==> config.mk <==
export PLATFORM = sky130hd
export DESIGN_NAME = mul32_seq
export DESIGN_NICKNAME = d
export VERILOG_FILES = /design/src/rtl/mul32_seq.sv
export SDC_FILE = /design/constraint.sdc
export NUM_CORES = 1
export LEC_CHECK = 0
export ABC_CLOCK_PERIOD_IN_PS = 1300
export CELL_PAD_IN_SITES_DETAIL_PLACEMENT = 0
export CELL_PAD_IN_SITES_GLOBAL_PLACEMENT = 1
export CORE_ASPECT_RATIO = 1.4
export CORE_MARGIN = 5
export CORE_UTILIZATION = 26
export CTS_CLUSTER_DIAMETER = 60
export CTS_CLUSTER_SIZE = 16
export DETAILED_ROUTE_END_ITERATION = 10
export GPL_TIMING_DRIVEN = 0
export PLACE_DENSITY_LB_ADDON = 0.1
export SYNTH_ARGS = -nofsm -noshare
export SYNTH_HDL_FRONTEND = slang
export SYNTH_SLANG_ARGS = --single-unit
==> constraint.sdc <==
create_clock -name clk -period 1.3 [get_ports clk]
set_input_delay 0.26 -clock clk [delete_from_list [all_inputs] [get_ports clk]]
set_output_delay 0.26 -clock clk [all_outputs]
set_load 0.005 [all_outputs]
==> src/rtl/mul32_seq.sv <==
// mul32_seq: sequential 32x32 shift-and-add multiplier driving an external 64-bit adder.
// Define MUL_SIGNED_EN to enable two's-complement operands via sgn (magnitude + NEG state).
module mul32_seq (
    input  logic        clk,
    input  logic        rst_n,
    input  logic        in_valid,
    output logic        in_ready,
    input  logic [31:0] a,
    input  logic [31:0] b,
    input  logic        sgn,
    output logic        out_valid,
    input  logic        out_ready,
    output logic [63:0] product,
    output logic        err,
    output logic [63:0] add_a,
    output logic [63:0] add_b,
    output logic        add_cin,
    input  logic [63:0] add_sum,
    input  logic        add_cout
);
`ifdef MUL_SIGNED_EN
    localparam bit SIGNED_EN = 1'b1;
`else
    localparam bit SIGNED_EN = 1'b0;
`endif
    typedef enum logic [1:0] {IDLE, MUL, NEG, DONE} state_t;
    state_t      state_q, state_d;
    logic [63:0] acc_q, acc_d, mcand_q, mcand_d;
    logic [31:0] mplier_q, mplier_d, mag_a, mag_b;
    logic [4:0]  cnt_q, cnt_d;
    logic        neg_q, neg_d, err_q, err_d;
    assign mag_a     = (SIGNED_EN && sgn && a[31]) ? ~a + 32'd1 : a;
    assign mag_b     = (SIGNED_EN && sgn && b[31]) ? ~b + 32'd1 : b;
    assign in_ready  = state_q == IDLE;
    assign out_valid = state_q == DONE;
    assign product   = acc_q;
    assign err       = err_q;
    always_comb begin
        state_d  = state_q;
        acc_d    = acc_q;
        mcand_d  = mcand_q;
        mplier_d = mplier_q;
        cnt_d    = cnt_q;
        neg_d    = neg_q;
        err_d    = err_q;
        add_a    = '0;
        add_b    = '0;
        add_cin  = 1'b0;
        case (state_q)
            IDLE: if (in_valid) begin
                acc_d    = '0;
                mcand_d  = {32'b0, mag_a};
                mplier_d = mag_b;
                cnt_d    = '0;
                err_d    = 1'b0;
                neg_d    = SIGNED_EN & sgn & (a[31] ^ b[31]);
                state_d  = MUL;
            end
            MUL: begin
                add_a = acc_q;
                add_b = mcand_q;
                if (mplier_q[0]) begin
                    acc_d = add_sum;
                    err_d = err_q | add_cout;
                end
                mcand_d  = mcand_q << 1;
                mplier_d = mplier_q >> 1;
                cnt_d    = cnt_q + 5'd1;
                if (cnt_q == 5'd31) state_d = neg_q ? NEG : DONE;
            end
`ifdef MUL_SIGNED_EN
            // Two's-complement negate through the adder: ~acc + 1.
            NEG: begin
                add_a   = ~acc_q;
                add_cin = 1'b1;
                acc_d   = add_sum;
                state_d = DONE;
            end
`endif
            DONE: if (out_ready) state_d = IDLE;
            default: state_d = IDLE;
        endcase
    end
    always_ff @(posedge clk) begin
        if (!rst_n) begin
            state_q  <= IDLE;
            acc_q    <= '0;
            mcand_q  <= '0;
            mplier_q <= '0;
            cnt_q    <= '0;
            neg_q    <= 1'b0;
            err_q    <= 1'b0;
        end else begin
            state_q  <= state_d;
            acc_q    <= acc_d;
            mcand_q  <= mcand_d;
            mplier_q <= mplier_d;
            cnt_q    <= cnt_d;
            neg_q    <= neg_d;
            err_q    <= err_d;
        end
    end
endmodule

### After elaboration in Yosys (flattened, before gate mapping)

Cells that the tools add are included.

* memories: 0
* bits in registers: 168
* RAM bits: 0
* word-level logic and storage cells: 38
* latch bits: 0
* bits of input ports: 134
* bits in read-only memories: 0
* output and inout port bits: 196

* equality and inequality tests: 7
* add/sub/neg operators: 1
* shifts and indexed selects: 0
* $lt $le $gt $ge: 0
* bitwise gates (word level): 1
* mux-type cells: 18
* reduce and logical (&&, ||, !) cells: 5
* multipliers: 0
* div/mod/pow operators: 0

Operators by type and width (number)
* $mux 64: 5
* $pmux 64 s2: 2
* $pmux 32 s2: 1
* $mux 32: 1
* $pmux 5 s2: 1
* $mux 2: 3
* $ne 2x2->1 const B: 3
* $pmux 2 s3: 1
* $reduce_and 3->1: 2
* $add 5x1->5 const B: 1
* $eq 5x5->1 const B: 1
* $mux 5: 1
* $eq 2x1->1 const B: 1
* $eq 2x2->1 const B: 1
* $logic_not 2->1: 1
* $mux 1: 2
* $ne 2x1->1 const B: 1
* $pmux 1 s2: 1
* $reduce_and 2->1: 1
* $reduce_bool 2->1: 1
* $or 1x1->1: 1

### Longest topological paths before layout

* depth in word-level cells: 3
* depth in mapped cells: 6
* gate-level depth less buffers: 5

### Worst setup path before layout

No wires, ideal clock.

* path type: register -> output
* from: register state_q[0]
* to: output port add_b[31]
* path slack: -0.138 ns
* data arrival time: 1.178 ns
* path buffers: 4
* stages on the path, launching flop included: 7
* required time: 1.040 ns
* cell sequence: dfxtp_1 -> nor2b_1 -> buf_2 -> buf_2 -> clkbuf_1 -> and2_1 -> buf_4

* cells in the longest elaborated chain, start to end: 2

RTL lines
* start, declared: RTL line 27 `state_t state_q, state_d;`
* start signal, assigned: RTL line 94 `state_q <= state_d;`
* $eq 2x1->1: RTL line 49 `case (state_q)`
* $mux 64: RTL line 49
* end, declared: RTL line 16 `output logic [63:0] add_b,`

No other way between the ends.

### Final worst setup path

* from: register state_q[0]
* to: output port add_a[41]

* cells in the longest elaborated chain, start to end: 2

RTL lines
* $eq 2x1->1: RTL line 49
* $mux 64: RTL line 49
* end, declared: RTL line 15 `output logic [63:0] add_a,`

No other way between the ends.

==> impl_results.md <==
- Clock Power Share: 0.375
- DIE HEIGHT: roughly 200 um
- Final WS setup: -0.7398 ns
- Skew-Pair Late Insertion Delay: 0.43 ns
- Headroom to the max-slew limit: 0.5875
- Area grow syn2layout: 105.5%
- XOR/XNOR share of the synthesized area: 0
- CP peak stage delay: ~0.33 ns
- Worst Path Buf+Inv: 5
- GRT Util Overall: 0.1816
- Clock buffer depth: 2
- Max FO, Critical Path: 5
- Min-Delay Path Class: in2reg
- Pleak: 0.007202 uW
- Seq/Total Area, Yosys: 0.4822
- Final clock period utilization by the worst path: 1.569
- Max-cap viol count: 0
- Number of global-route vias before repair: 7261
- Max IR drop VDD: 1.002 mV
- Failing checks: negative setup slack
- Setup Viol. Count Final: 298
- RSZ-0062 raised after global routing: yes
- Initial antenna violation count: 2
- Worst-path clk slew: approximately 0.06 ns
- Area share of and/or/nand/nor cells after synthesis: 0.1584
- Setup_tns: -136.07 ns
- Overflow after GRT: 0
- Final ANT Viol Nets: 0
- Final hold vios: 0
- Initial Utilization: 0.2617
- WL per Instance: 19.24 um
- Top cell family by delay on the critical path: buffers and inverters
- Largest net degree at the start of global routing: 17
- Comb power frac: 0.211
- Ys Warns: 0
- Row Count: 71
- Die Width: about 150 um
- Pre-Repair DR Iteration Count: 4
- Post-synthesis cell type count: 31
- HP Start: rst_n
- Hold Buf Count CTS: 0
- Worst-Margin Slew: 0.6187 ns
- Synth Area in Adders: 0.003587
- Area after DPL: 0.01091 mm^2
- Die area: a little over 0.03 mm^2
- First-pass GRT wire length: roughly 43000 um
- Internal reg-to-reg setup slack: -0.46 ns
- Largest family of logic cells by synthesized area: compound AO/OA/AOI/OAI gates
- # nets final: 1349
- Most common library cell in the layout ignoring fill and taps: buf_6
- Status: finished, violations left
- Routability cong.: 0.7588
- Core Area: 0.02665 mm^2
- Cell with the most instances on the worst path: buf_12
- CTS tree: yes
- Critical Path AT: 1.78 ns
- Final Max Slew Viols: 0
- Share of layout cells above drive strength 1: 0.5098
- Vias per Instance: 4.660
- Power per cell area: 931.0 mW/mm^2
- Root Buffer: clkbuf_16
- Number of synthesized register bits: 168
- Mux cell area share after synthesis: 0.001435
- Finished Cell Area: ~0.014 mm^2
- Vias: 7247
- Crit path launch type: flop
- PortBufs: 326
- Net Count, Synth: 922
- Sequential share of power: 0.414
- Clk sinks: 168
- Critical path required time: 1.04 ns
- # IOs: 330
- Num CTS Buffers: 17
- Sw Ratio: 0.2586
- DP Worst Slack: -1.010 ns
- Initial DRC Count: around 280
- Mean Syn Cell Area: 8.875 um^2
- Post-Syn Area: around 0.0070 mm^2
- Highest clock rate: 490.2 MHz
- Worst setup startpoint: state_q[0]$_SDFFE_PN0P_
- Clock Skew: approximately 0.0077 ns
- Crit. End Element: output pin
- Slowest-stage cell, CP: dfxtp_2
- Hpwl dp: 20730 um
- Kind of critical path: reg2out
- Switch Pwr: 3451 uW
- Post-synthesis compound-gate area fraction: 0.2502
- Crit path cell chain: nor2b_4 > buf_12 > buf_16 > buf_12 > clkbuf_16 > and2_4 > buf_6
- Final Util: 0.5378
- Htree depth: 4
- DRC: 0
- Total wire length: about 30000 um
- Post-Syn Instances: 786
- Tmin final: between 2 and 2.5 ns
- Worst reg2reg path startpoint: state_q[0]$_SDFFE_PN0P_
- Commonest cells after routing, fill and taps aside: 159 x buf_6, 132 x clkdlybuf4s50_1, 126 x dfxtp_1, 86 x and2_4, 64 x a22o_1
- Fillcell total: 2432
- P_int: between 9000 and 10000 uW
-- path summary, 6_finish.rpt --
check / endpoint / cells after the start
max reg2reg: product[19]$_SDFFE_PN0P_ / 9
min: state_q[1]$_SDFFE_PN0P_ / 3
min reg2reg: cnt_q[0]$_SDFFE_PN0P_ / 1
max: add_a[41] / 7
-- kinds of logic (layout without fill, tap and decap cells) --
family | after synthesis | count (layout)
flops | 168 | 168
simple gates | 217 | 217
buf+inv | 134 | 574
other cells | 1 | 2
mux | 1 | 1
fa+ha+maj | 2 | 2
compound gates | 263 | 263
-- cell type report --
cell class,instances,area [um^2],share of cell area
flip-flops and latches,168,3443,0.2402
clock inverters,10,122.6,0.008555
plain buffers,68,925.9,0.06460
multi-input cells,484,3780,0.2637
well taps,328,410.4,0.02863
inverters,32,120.1,0.008380
clock buffers,22,444.2,0.03099
repair buffers,442,5085,0.3547
diodes,1,2.502,0.0001746
-- sequential cells by signal, indices dropped and copies added, names as in the netlist --
register / count
mcand_q: 64
product: 64
mplier_q: 32
cnt_q: 5
state_q: 2
err: 1
-- power by group through the flow --
stage,combinational (uW),clock [uW],sequential (uW)
after floorplan,733,0,5570
after global placement,1620,0,5600
after detailed placement,1620,0,5600
after CTS,2120,5140,5500
after global routing,3000,5340,5560
final,2810,5000,5530
-- stage by stage --
stage	cells	hold WS, ns	power (uW)
after floorplan	786	0.3574	6299
after global placement	1440	0.4596	7220
after detailed placement	1440	0.4783	7221
after CTS	1495	0.2597	12760
after global routing	1555	0.2895	13900
final	1555	0.2543	13340
-- worst min-delay path, delay by kind of cell --
| kind | cells | cell delay [ns] |
|---|---|---|
| AO/OA/AOI/OAI | 1 | 0.04 |
| AND/OR/NAND/NOR | 1 | 0.13 |
| buffers and inverters | 1 | 0.21 |
-- synth_stat cells, drive strengths merged --
cell type  count  area, um^2
dfxtp        168        3363
and2          98       613.1
a21oi         95       475.5
buf           69       479.2
a22oi         65       488.0
nand2         65       244.0
a22o          64       560.5
nor2          38       142.6
clkbuf        33       123.9
inv           32       120.1
o21ai         31       155.2
nand3          4       20.02
nor3           4       20.02
a211oi         2       15.01
a31oi          2       12.51
and3           2       12.51
ha             2       25.02
nand2b         2       12.51
conb           1       3.750
mux2i          1       10.01
nor2b          1       6.260
nor3b          1       18.77
o211a          1       10.01
o21a           1       7.510
o21ba          1       10.01
o21bai         1       11.26
or3            1       6.260
or3b           1       8.760
-- timing repair --
action	in CTS	in global routing
gates cloned	12	21
pin swaps	50	102
setup endpoints to repair	362	359
hold endpoints to repair	0	0
setup buffers	41	50
gates resized for setup	783	503
-- per-layer routing --
metal / wire (um) / track usage / up-vias / part of all wire
li1: - / - / 3540 / -
met1: 11290 / 0.2012 / 3473 / 0.38
met2: 16450 / 0.3356 / 210 / 0.55
met3: 1941 / 0.05735 / 22 / 0.065
met4: 228 / 0.04226 / 2 / 0.0076
met5: 20 / 0 / - / 0.00067
No activity file was read; power rests on OpenSTA's default activity.
